File: config.mk
export PLATFORM = sky130hd
export DESIGN_NAME = if_stage_flat
export DESIGN_NICKNAME = d
export VERILOG_FILES = /design/src/rtl/if_stage_if.sv /design/src/rtl/if_stage.sv /design/src/flat_wrapper.sv
export SDC_FILE = /design/constraint.sdc
export NUM_CORES = 1
export LEC_CHECK = 0
export CORE_MARGIN = 10
export CORE_UTILIZATION = 33
export DETAILED_ROUTE_END_ITERATION = 10
export DONT_BUFFER_PORTS = 1
export PLACE_DENSITY_LB_ADDON = 0.08
export SYNTH_ARGS = -nofsm -noshare
export SYNTH_HDL_FRONTEND = slang
export SYNTH_SLANG_ARGS = --single-unit
File: constraint.sdc
create_clock -name clk -period 1.89 [get_ports clk]
set_input_delay 0.2835 -clock clk [delete_from_list [all_inputs] [get_ports clk]]
set_output_delay 0.2835 -clock clk [all_outputs]
set_load 0.005 [all_outputs]
File: src/rtl/if_stage_if.sv
// Fetch-stage bundle: hazard/redirect controls in, instruction-memory bus, IF/ID register out.
// master = the fetch stage, slave = the surrounding pipeline and instruction ROM.
interface if_stage_if #(
   parameter int unsigned IMEM_AW = 8
);
   logic               stall;
   logic               flush;
   logic               branch_taken;
   logic [31:0]        branch_target;
   logic               J;
   logic               JR;
   logic [31:0]        jr_target;
   logic [IMEM_AW-1:0] imem_addr;
   logic [31:0]        imem_rdata;
   logic [31:0]        PC;
   logic [31:0]        Instruction_id;
   logic [31:0]        PC4_id;
   logic               valid_id;

   modport master (
      input  stall, flush, branch_taken, branch_target, J, JR, jr_target, imem_rdata,
      output imem_addr, PC, Instruction_id, PC4_id, valid_id
   );

   modport slave (
      output stall, flush, branch_taken, branch_target, J, JR, jr_target, imem_rdata,
      input  imem_addr, PC, Instruction_id, PC4_id, valid_id
   );
endinterface

File: src/rtl/if_stage.sv
// MIPS instruction-fetch stage: PC, next-PC selection and the IF/ID pipeline register.
// RUN/HOLD/REDIRECT are implicit in the PC and valid_id; no separate state register exists.
module if_stage #(
   parameter logic [31:0] RESET_PC = 32'h0000_0000,
   parameter int unsigned IMEM_AW  = 8
) (
   input logic        clk,
   input logic        rst,
   if_stage_if.master bus
);

   logic [31:0] pc_q, pc_d;
   logic [31:0] instr_q, instr_d;
   logic [31:0] pc4_q, pc4_d;
   logic        valid_q, valid_d;

   logic [31:0] pc_plus4;
   logic [31:0] jump_target;
   logic        j_take;
   logic        jr_take;

   assign pc_plus4    = pc_q + 32'd4;
   assign jump_target = {pc4_q[31:28], instr_q[25:0], 2'b00};
   // A bubble decodes as nop, so J/JR from an invalid slot must never redirect.
   assign jr_take     = bus.JR & valid_q;
   assign j_take      = bus.J & valid_q & ~bus.JR;

   always_comb begin
      pc_d = pc_plus4;
      if (bus.branch_taken) begin
         pc_d = bus.branch_target & ~32'h3;
      end else if (bus.stall) begin
         pc_d = pc_q;
      end else if (jr_take) begin
         pc_d = bus.jr_target & ~32'h3;
      end else if (j_take) begin
         pc_d = jump_target;
      end
   end

   always_comb begin
      instr_d = bus.imem_rdata;
      pc4_d   = pc_plus4;
      valid_d = 1'b1;
      if (bus.branch_taken || bus.flush) begin
         instr_d = 32'h0;
         pc4_d   = pc4_q;
         valid_d = 1'b0;
      end else if (bus.stall) begin
         instr_d = instr_q;
         pc4_d   = pc4_q;
         valid_d = valid_q;
      end else if (jr_take || j_take) begin
         // Squash the sequential fetch that followed the jump.
         instr_d = 32'h0;
         pc4_d   = pc4_q;
         valid_d = 1'b0;
      end
   end

   always_ff @(posedge clk) begin
      if (rst) begin
         pc_q    <= RESET_PC;
         instr_q <= 32'h0;
         pc4_q   <= 32'h0;
         valid_q <= 1'b0;
      end else begin
         pc_q    <= pc_d;
         instr_q <= instr_d;
         pc4_q   <= pc4_d;
         valid_q <= valid_d;
      end
   end

   assign bus.imem_addr      = pc_q[IMEM_AW+1:2];
   assign bus.PC             = pc_q;
   assign bus.Instruction_id = instr_q;
   assign bus.PC4_id         = pc4_q;
   assign bus.valid_id       = valid_q;

endmodule

File: src/flat_wrapper.sv
// flat-port wrapper written by rule: the top's interface ports become plain ports
module if_stage_flat 
#(
   parameter logic [31:0] RESET_PC = 32'h0000_0000,
   parameter int unsigned IMEM_AW  = 8
)
  (clk, rst, bus_stall, bus_flush, bus_branch_taken, bus_branch_target, bus_J, bus_JR, bus_jr_target, bus_imem_rdata, bus_imem_addr, bus_PC, bus_Instruction_id, bus_PC4_id, bus_valid_id);
  if_stage_if #(.IMEM_AW(IMEM_AW)) bus_i ();
  input logic clk;
  input logic rst;
  input wire logic [$bits(bus_i.stall)-1:0] bus_stall;
  input wire logic [$bits(bus_i.flush)-1:0] bus_flush;
  input wire logic [$bits(bus_i.branch_taken)-1:0] bus_branch_taken;
  input wire logic [$bits(bus_i.branch_target)-1:0] bus_branch_target;
  input wire logic [$bits(bus_i.J)-1:0] bus_J;
  input wire logic [$bits(bus_i.JR)-1:0] bus_JR;
  input wire logic [$bits(bus_i.jr_target)-1:0] bus_jr_target;
  input wire logic [$bits(bus_i.imem_rdata)-1:0] bus_imem_rdata;
  output wire logic [$bits(bus_i.imem_addr)-1:0] bus_imem_addr;
  output wire logic [$bits(bus_i.PC)-1:0] bus_PC;
  output wire logic [$bits(bus_i.Instruction_id)-1:0] bus_Instruction_id;
  output wire logic [$bits(bus_i.PC4_id)-1:0] bus_PC4_id;
  output wire logic [$bits(bus_i.valid_id)-1:0] bus_valid_id;
  assign bus_i.stall = bus_stall;
  assign bus_i.flush = bus_flush;
  assign bus_i.branch_taken = bus_branch_taken;
  assign bus_i.branch_target = bus_branch_target;
  assign bus_i.J = bus_J;
  assign bus_i.JR = bus_JR;
  assign bus_i.jr_target = bus_jr_target;
  assign bus_i.imem_rdata = bus_imem_rdata;
  assign bus_imem_addr = bus_i.imem_addr;
  assign bus_PC = bus_i.PC;
  assign bus_Instruction_id = bus_i.Instruction_id;
  assign bus_PC4_id = bus_i.PC4_id;
  assign bus_valid_id = bus_i.valid_id;
  if_stage #(.RESET_PC(RESET_PC), .IMEM_AW(IMEM_AW)) u_core (.clk(clk), .rst(rst), .bus(bus_i));
endmodule
==> After elaboration in Yosys (flattened, before gate mapping) <==
Cells that the tools add are included.
{ "word_totals": {"reg_bits": 97, "latch_bits": 0, "mem_bits_rw": 0, "mem_bits_ro": 0, "inputBits": 103, "mem_count": 0} }
{ "classes": {"addsub": 1, "n_mul": 0, "n_div": 0, "n_lt_le_gt_ge": 0, "eq_ne": 1, "shifts": 0, "n_mux": 6, "bitwise": 7, "reduce_logical": 5} }
{ "ops": {"columns": ["cell", "n"], "rows": [
  ["32-bit two-way mux", 5],
  ["32-bit by 3-bit adder with 32-bit output (second input constant)", 1],
  ["1-bit inverter", 4],
  ["2-bit OR reduction", 2],
  ["1-bit bitwise AND", 3],
  ["3-bit AND reduction", 1],
  ["1-bit logical OR", 2],
  ["2-bit by 1-bit inequality test with 1-bit output (second input constant)", 1],
  ["1-bit two-way mux", 1]
]} }

==> Longest topological paths before layout <==
{ "depth": {"ltp_word": 6, "depth_mapped": 8, "depth_no_buf": 6} }

==> Worst setup path before layout <==
OpenSTA, ideal clock, no wires.
{ "synth_timing": {"path_kind": "reg2reg", "start": "register u_core.pc_q[2], in the netlist u_core.bus.PC[2]", "end": "register u_core.pc_q[22], in the netlist u_core.bus.PC[22]", "arrival_time_ns": 1.862, "t_required_ns": 1.795, "path_slack_ns": -0.068, "stages_incl_launch_ff": 8, "path_cell_list": "dfxtp_1 ha_1 clkbuf_1 nand3_1 nor4_1 and3_1 o21ai_0 a221oi_1"} }
{ "synth_via": {"elab_chain_cells": 5} }
{ "synth_rtl": {"columns": ["item", "line", "source"], "rows": [
  ["start: declaration", "if_stage.sv:12", "logic [31:0] pc_q, pc_d;"],
  ["start signal: assignment", "if_stage.sv:68", "pc_q <= pc_d;"],
  ["32-bit by 3-bit adder with 32-bit output", "if_stage.sv:22", "assign pc_plus4 = pc_q + 32'd4;"],
  ["32-bit two-way mux", "if_stage.sv:36", "end else if (j_take) begin"],
  ["32-bit two-way mux", "if_stage.sv:34", "end else if (jr_take) begin"],
  ["32-bit two-way mux", "if_stage.sv:32", "end else if (bus.stall) begin"],
  ["32-bit two-way mux", "if_stage.sv:30", "if (bus.branch_taken) begin"]
]} }
No other way between the ends. The select of a mux whose other input is x is not followed.
A chain may end at the register's enable or synchronous reset.

==> Worst setup path in the final report <==
{ "layout_timing": {"start": "register u_core.pc_q[18], in the netlist u_core.bus.PC[18]", "end": "register u_core.pc4_q[29], in the netlist u_core.bus.PC4_id[29]"} }
{ "layout_via": {"elab_chain_cells": 1} }
{ "layout_rtl": {"columns": ["item", "line", "source"], "rows": [
  ["32-bit by 3-bit adder with 32-bit output", "if_stage.sv:22", null],
  ["end signal: assignment", "if_stage.sv:70", "pc4_q <= pc4_d;"],
  ["end: declaration", "if_stage.sv:14", "logic [31:0] pc4_q, pc4_d;"]
]} }
No other way between the ends.

==> run summary <==
Of all nets on the critical path, the largest fanout is 4. Wires add up to 21.4 mm. The number of flops mapped to enable cells by yosys is 0.

The final standard cell count with taps included and fillers excluded came out at 909. Summing every instance area after synthesis gives 5170 um^2. In the layout the commonest cells are sky130_fd_sc_hd__nor2_1 (87), sky130_fd_sc_hd__dfxtp_1 (83), sky130_fd_sc_hd__a21oi_1 (80). The number of buffers created by CTS is 9. Of the cells placed in the final design, the portion with a size suffix greater than 1 is 17.6%. The final weighted congestion in routability-driven placement came out at 0.858.

The adder and majority cell fraction of the synthesized area is 0.484%. The share of synthesized flip-flops with an asynchronous set or reset came out at 0%. The final setup violation count came out at 0. The cell count of the worst reg-to-reg path is 5. In this run the power spent charging and discharging nets is 1.28 mW. The die span in x is 145 um.

The tree is rooted in a sky130_fd_sc_hd__clkbuf_16. The number of filler cells placed in the layout came out at 1611. The most frequent cell on the critical path is sky130_fd_sc_hd__nor3_1.

The via count normalized by instance count came out at 5.68. The effective utilization at floorplan came out at 33.9%. The largest single stage delay on the critical path is 0.57 ns. The total of flip-flops plus latches after synthesis came out at 97.

The post-CTS clock slew at the launch and capture registers of the worst setup and hold paths is 0.07 ns. Summing the areas of all compound-gate instances in the mapped netlist gives 22.8% of the synthesized area. The instance count of the mapped netlist is 676. The average instance area after synthesis is 7.65 um^2.

Among all stages on the critical path, the largest delay is contributed by sky130_fd_sc_hd__or4_4. The all-layer global routing usage came out at 19.4%. The clock latency of the later-clocked register in the worst-skew pair came out at 0.36 ns. The initial antenna violation count came out at 0. The static leakage power is 2.23 nW. The number of violations of the max-capacitance limit came out at 0. The detailed-placement wirelength estimate came out at 15.7 mm. The power density over the cells is 752 nW/um^2. The post-synthesis net count is 781. The net switching share of the total power came out at 27.9%.

The overall power after layout is 4.59 mW. The overall via count from detail_route is 5167. The count of different cell masters after synthesis is 58. The proportion of synthesized chip area in sequential cells is 37.6%. STA classifies the critical path startpoint as a flip-flop.

The portion of total power attributed to the clock network is 39.0%. The worst hold path belongs to the class in2reg. The launch point of the worst reg-to-reg path is u_core.bus.PC[18]$_SDFFE_PP0P_. In the finished design, the share of the clock period the worst path needs comes to 97.9%. The count of nets left with antenna violations once routing finished came out at 0. The total of buffers placed on input and output ports came out at 0.

The sequential group share of total power came out at 48.4%. The most critical setup path has its endpoint at u_core.bus.PC4_id[29]$_SDFFE_PP0P_. The flow ran to the end, and the final reports show no timing, DRC or antenna violations. The dominant combinational cell family by area after synthesis is simple AND/OR/NAND/NOR gates. Per report_power, the combinational group accounts for 12.7% of the total. The starting DRC count in detailed routing is 389.

The classification of the worst setup path is reg2reg. The die area is 21100 um^2. Measured along the y axis, the die boundary spans 145 um. Timing would allow up to 0.540 GHz.

The placed cell count is 884. During I/O placement, the number of pins put on the boundary was 208. The number of hold violations in the final report is 0. For the pin with the worst max-slew slack, the measured transition is 0.790 ns. The layout net count came out at 797. The maximum clock skew at final layout came out at 0.00856 ns. In this run the critical register-to-register path is captured at u_core.bus.PC4_id[29]$_SDFFE_PP0P_. The mux cell area share after synthesis came out at 1.35%. The max-slew violation count came out at 0. The most frequent standard cell in the layout excluding fill and tap cells is sky130_fd_sc_hd__nor2_1. Setup repair after global routing could not meet its margin everywhere.

The count of unresolved DRC violations after routing is 0. The critical path starts at u_core.bus.PC[18]$_SDFFE_PP0P_. The leading register cell type out of synthesis is sky130_fd_sc_hd__dfxtp_1. The maximum number of pins on one net before global-route repair is 64.

The TritonCTS sink count came out at 97. The count of H-tree levels built during CTS is 3. The post-synthesis xor/xnor area fraction came out at 3.90%.

Traced cell by cell, the critical path runs through nand4_1 > or4_4 > o31a_1 > nor3_1 > nor3_1. The number of buffers on the longest clock path came out at 2. The core region area is 15300 um^2. The first global-routing pass estimated 32.2 mm of wire.

The detailed-routing iteration count for the pre-antenna-repair pass is 5. The relative slew slack is 47.2%. Subtracting the final worst setup slack from the clock period gives 1.85 ns. The required time of the critical path came out at 2.14 ns. Relative to the synthesized area, the layout overhead comes to 18.1%.

The routed length per instance came out at 23.5 um. TritonCTS built the clock tree. The floorplan has 45 rows.

The total congestion overflow after global routing came out at 0. The footprint of the flip-flops and latches came out at 1960 um^2. The area share of and/or/nand/nor cells after synthesis came out at 27.6%.

The kind of end point of the critical path is a flip-flop. STA puts the critical path data arrival time at 2.10 ns. Summing all multi-input logic gate instances after layout gives 2980 um^2.

In this run the register-to-register setup slack is 0.04 ns. The via count of the first global-routing pass came out at 4954. The number of warnings reported in the yosys synthesis log came out at 0. The internal power of the cells came out at 3.31 mW. The worst-case vdd ir drop is 0.000581 V.
==> power groups by stage <==
stage               combinational (mW)  clock [mW]  sequential (mW)
floorplan                        0.402           0             2.25
global placement                 0.545           0             2.26
detailed placement               0.552           0             2.26
CTS                              0.581        1.83             2.22
global route                     0.650        1.92             2.23
finish                           0.583        1.79             2.22
==> worst max-delay path: cells and delay by family (launching register included) <==
kind / cells / cell delay (ns)
simple gates: 4 / 1.06
flops: 1 / 0.34
compound gates: 1 / 0.34
==> logic make-up (layout without fill, tap and decap cells) <==
| family | after synthesis | after routing |
|---|---|---|
| AOI/OAI and AO/OA | 189 | 189 |
| muxes | 7 | 7 |
| DFF | 97 | 97 |
| adders and majority gates | 2 | 2 |
| xor gates and xnor gates | 23 | 23 |
| other | 0 | 1 |
| buffers and inverters | 76 | 97 |
| and+or+nand+nor | 282 | 282 |
==> repair_timing <==
action,CTS,global route
gates cloned,0,0
pin swaps,1,10
endpoints found under the setup margin,2,25
hold buffers,3,0
buffers inserted,0,5
gates resized for setup,1,24
endpoints found under the hold margin,30,0
==> sequential cells by signal, summed over array words and instances, names as in the netlist <==
name and flops:
u_core.bus.Instruction_id 32, u_core.bus.PC 32, u_core.bus.PC4_id 32, u_core.bus.valid_id 1
==> Yosys cell counts, drive strengths merged (4+ instances only) <==
cell type,number,area (um^2)
nor2b,7,43.8
nor3,22,115
a221oi,13,114
nand3,20,100
nand4,15,115
xnor2,15,131
clkbuf,53,199
buf,14,92.6
dfxtp,97,1940
and3,35,219
inv,8,30.0
mux2i,7,70.1
a211oi,25,193
nor2,88,330
o22ai,8,50.1
o21ai,22,110
a31oi,12,75.1
o31ai,5,37.5
a21o,4,30.0
xor2,8,70.1
nand2,64,240
nor4,7,71.3
a21oi,80,400
==> cell type report <==
cell class	instances	share of cell area [%]
timing repair buffer	72	9.54
antenna	1	0.0410
multi-input combinational	503	48.8
clock buffer	10	3.91
inverter	9	0.553
clock inverter	6	0.696
sequential	97	32.1
tap	211	4.32
==> metrics by stage <==
stage	hold WS, ns	util [%]	setup WS, ns	area, um^2	setup TNS (ns)
after floorplan	0.392	-	0.00894	5180	0
after global placement	0.361	37.1	0.0236	5660	0
after detailed placement	0.366	37.1	0.00132	5660	0
after CTS	0.00282	39.3	0.0196	5990	0
after global routing	0.00434	40.0	-0.0340	6110	-0.182
final	0.0141	40.0	0.0398	6110	0
==> layer usage <==
layer | GRT usage (%) | up-vias | routed length [um]
li1 | - | 2465 | -
met1 | 23.9 | 2453 | 8670
met2 | 30.8 | 226 | 10100
met3 | 8.51 | 23 | 2350
met4 | 4.15 | 0 | 280
met5 | 0 | - | 0
==> worst min path at each step <==
stage                                     start                            endpoint  slack, ns  depth (start not counted)
after floorplan           bus_branch_target[26]      u_core.bus.PC[26]$_SDFFE_PP0P_       0.39                          2
after global placement                      rst  u_core.bus.PC4_id[28]$_SDFFE_PP0P_       0.36                          1
after detailed placement                    rst  u_core.bus.PC4_id[30]$_SDFFE_PP0P_       0.37                          1
after CTS                                   rst  u_core.bus.PC4_id[10]$_SDFFE_PP0P_      0.003                          1
after global routing                        rst       u_core.bus.PC[9]$_SDFFE_PP0P_      0.004                          1
final                                       rst       u_core.bus.PC[9]$_SDFFE_PP0P_       0.01                          1
No activity file was read; power rests on OpenSTA's default activity.
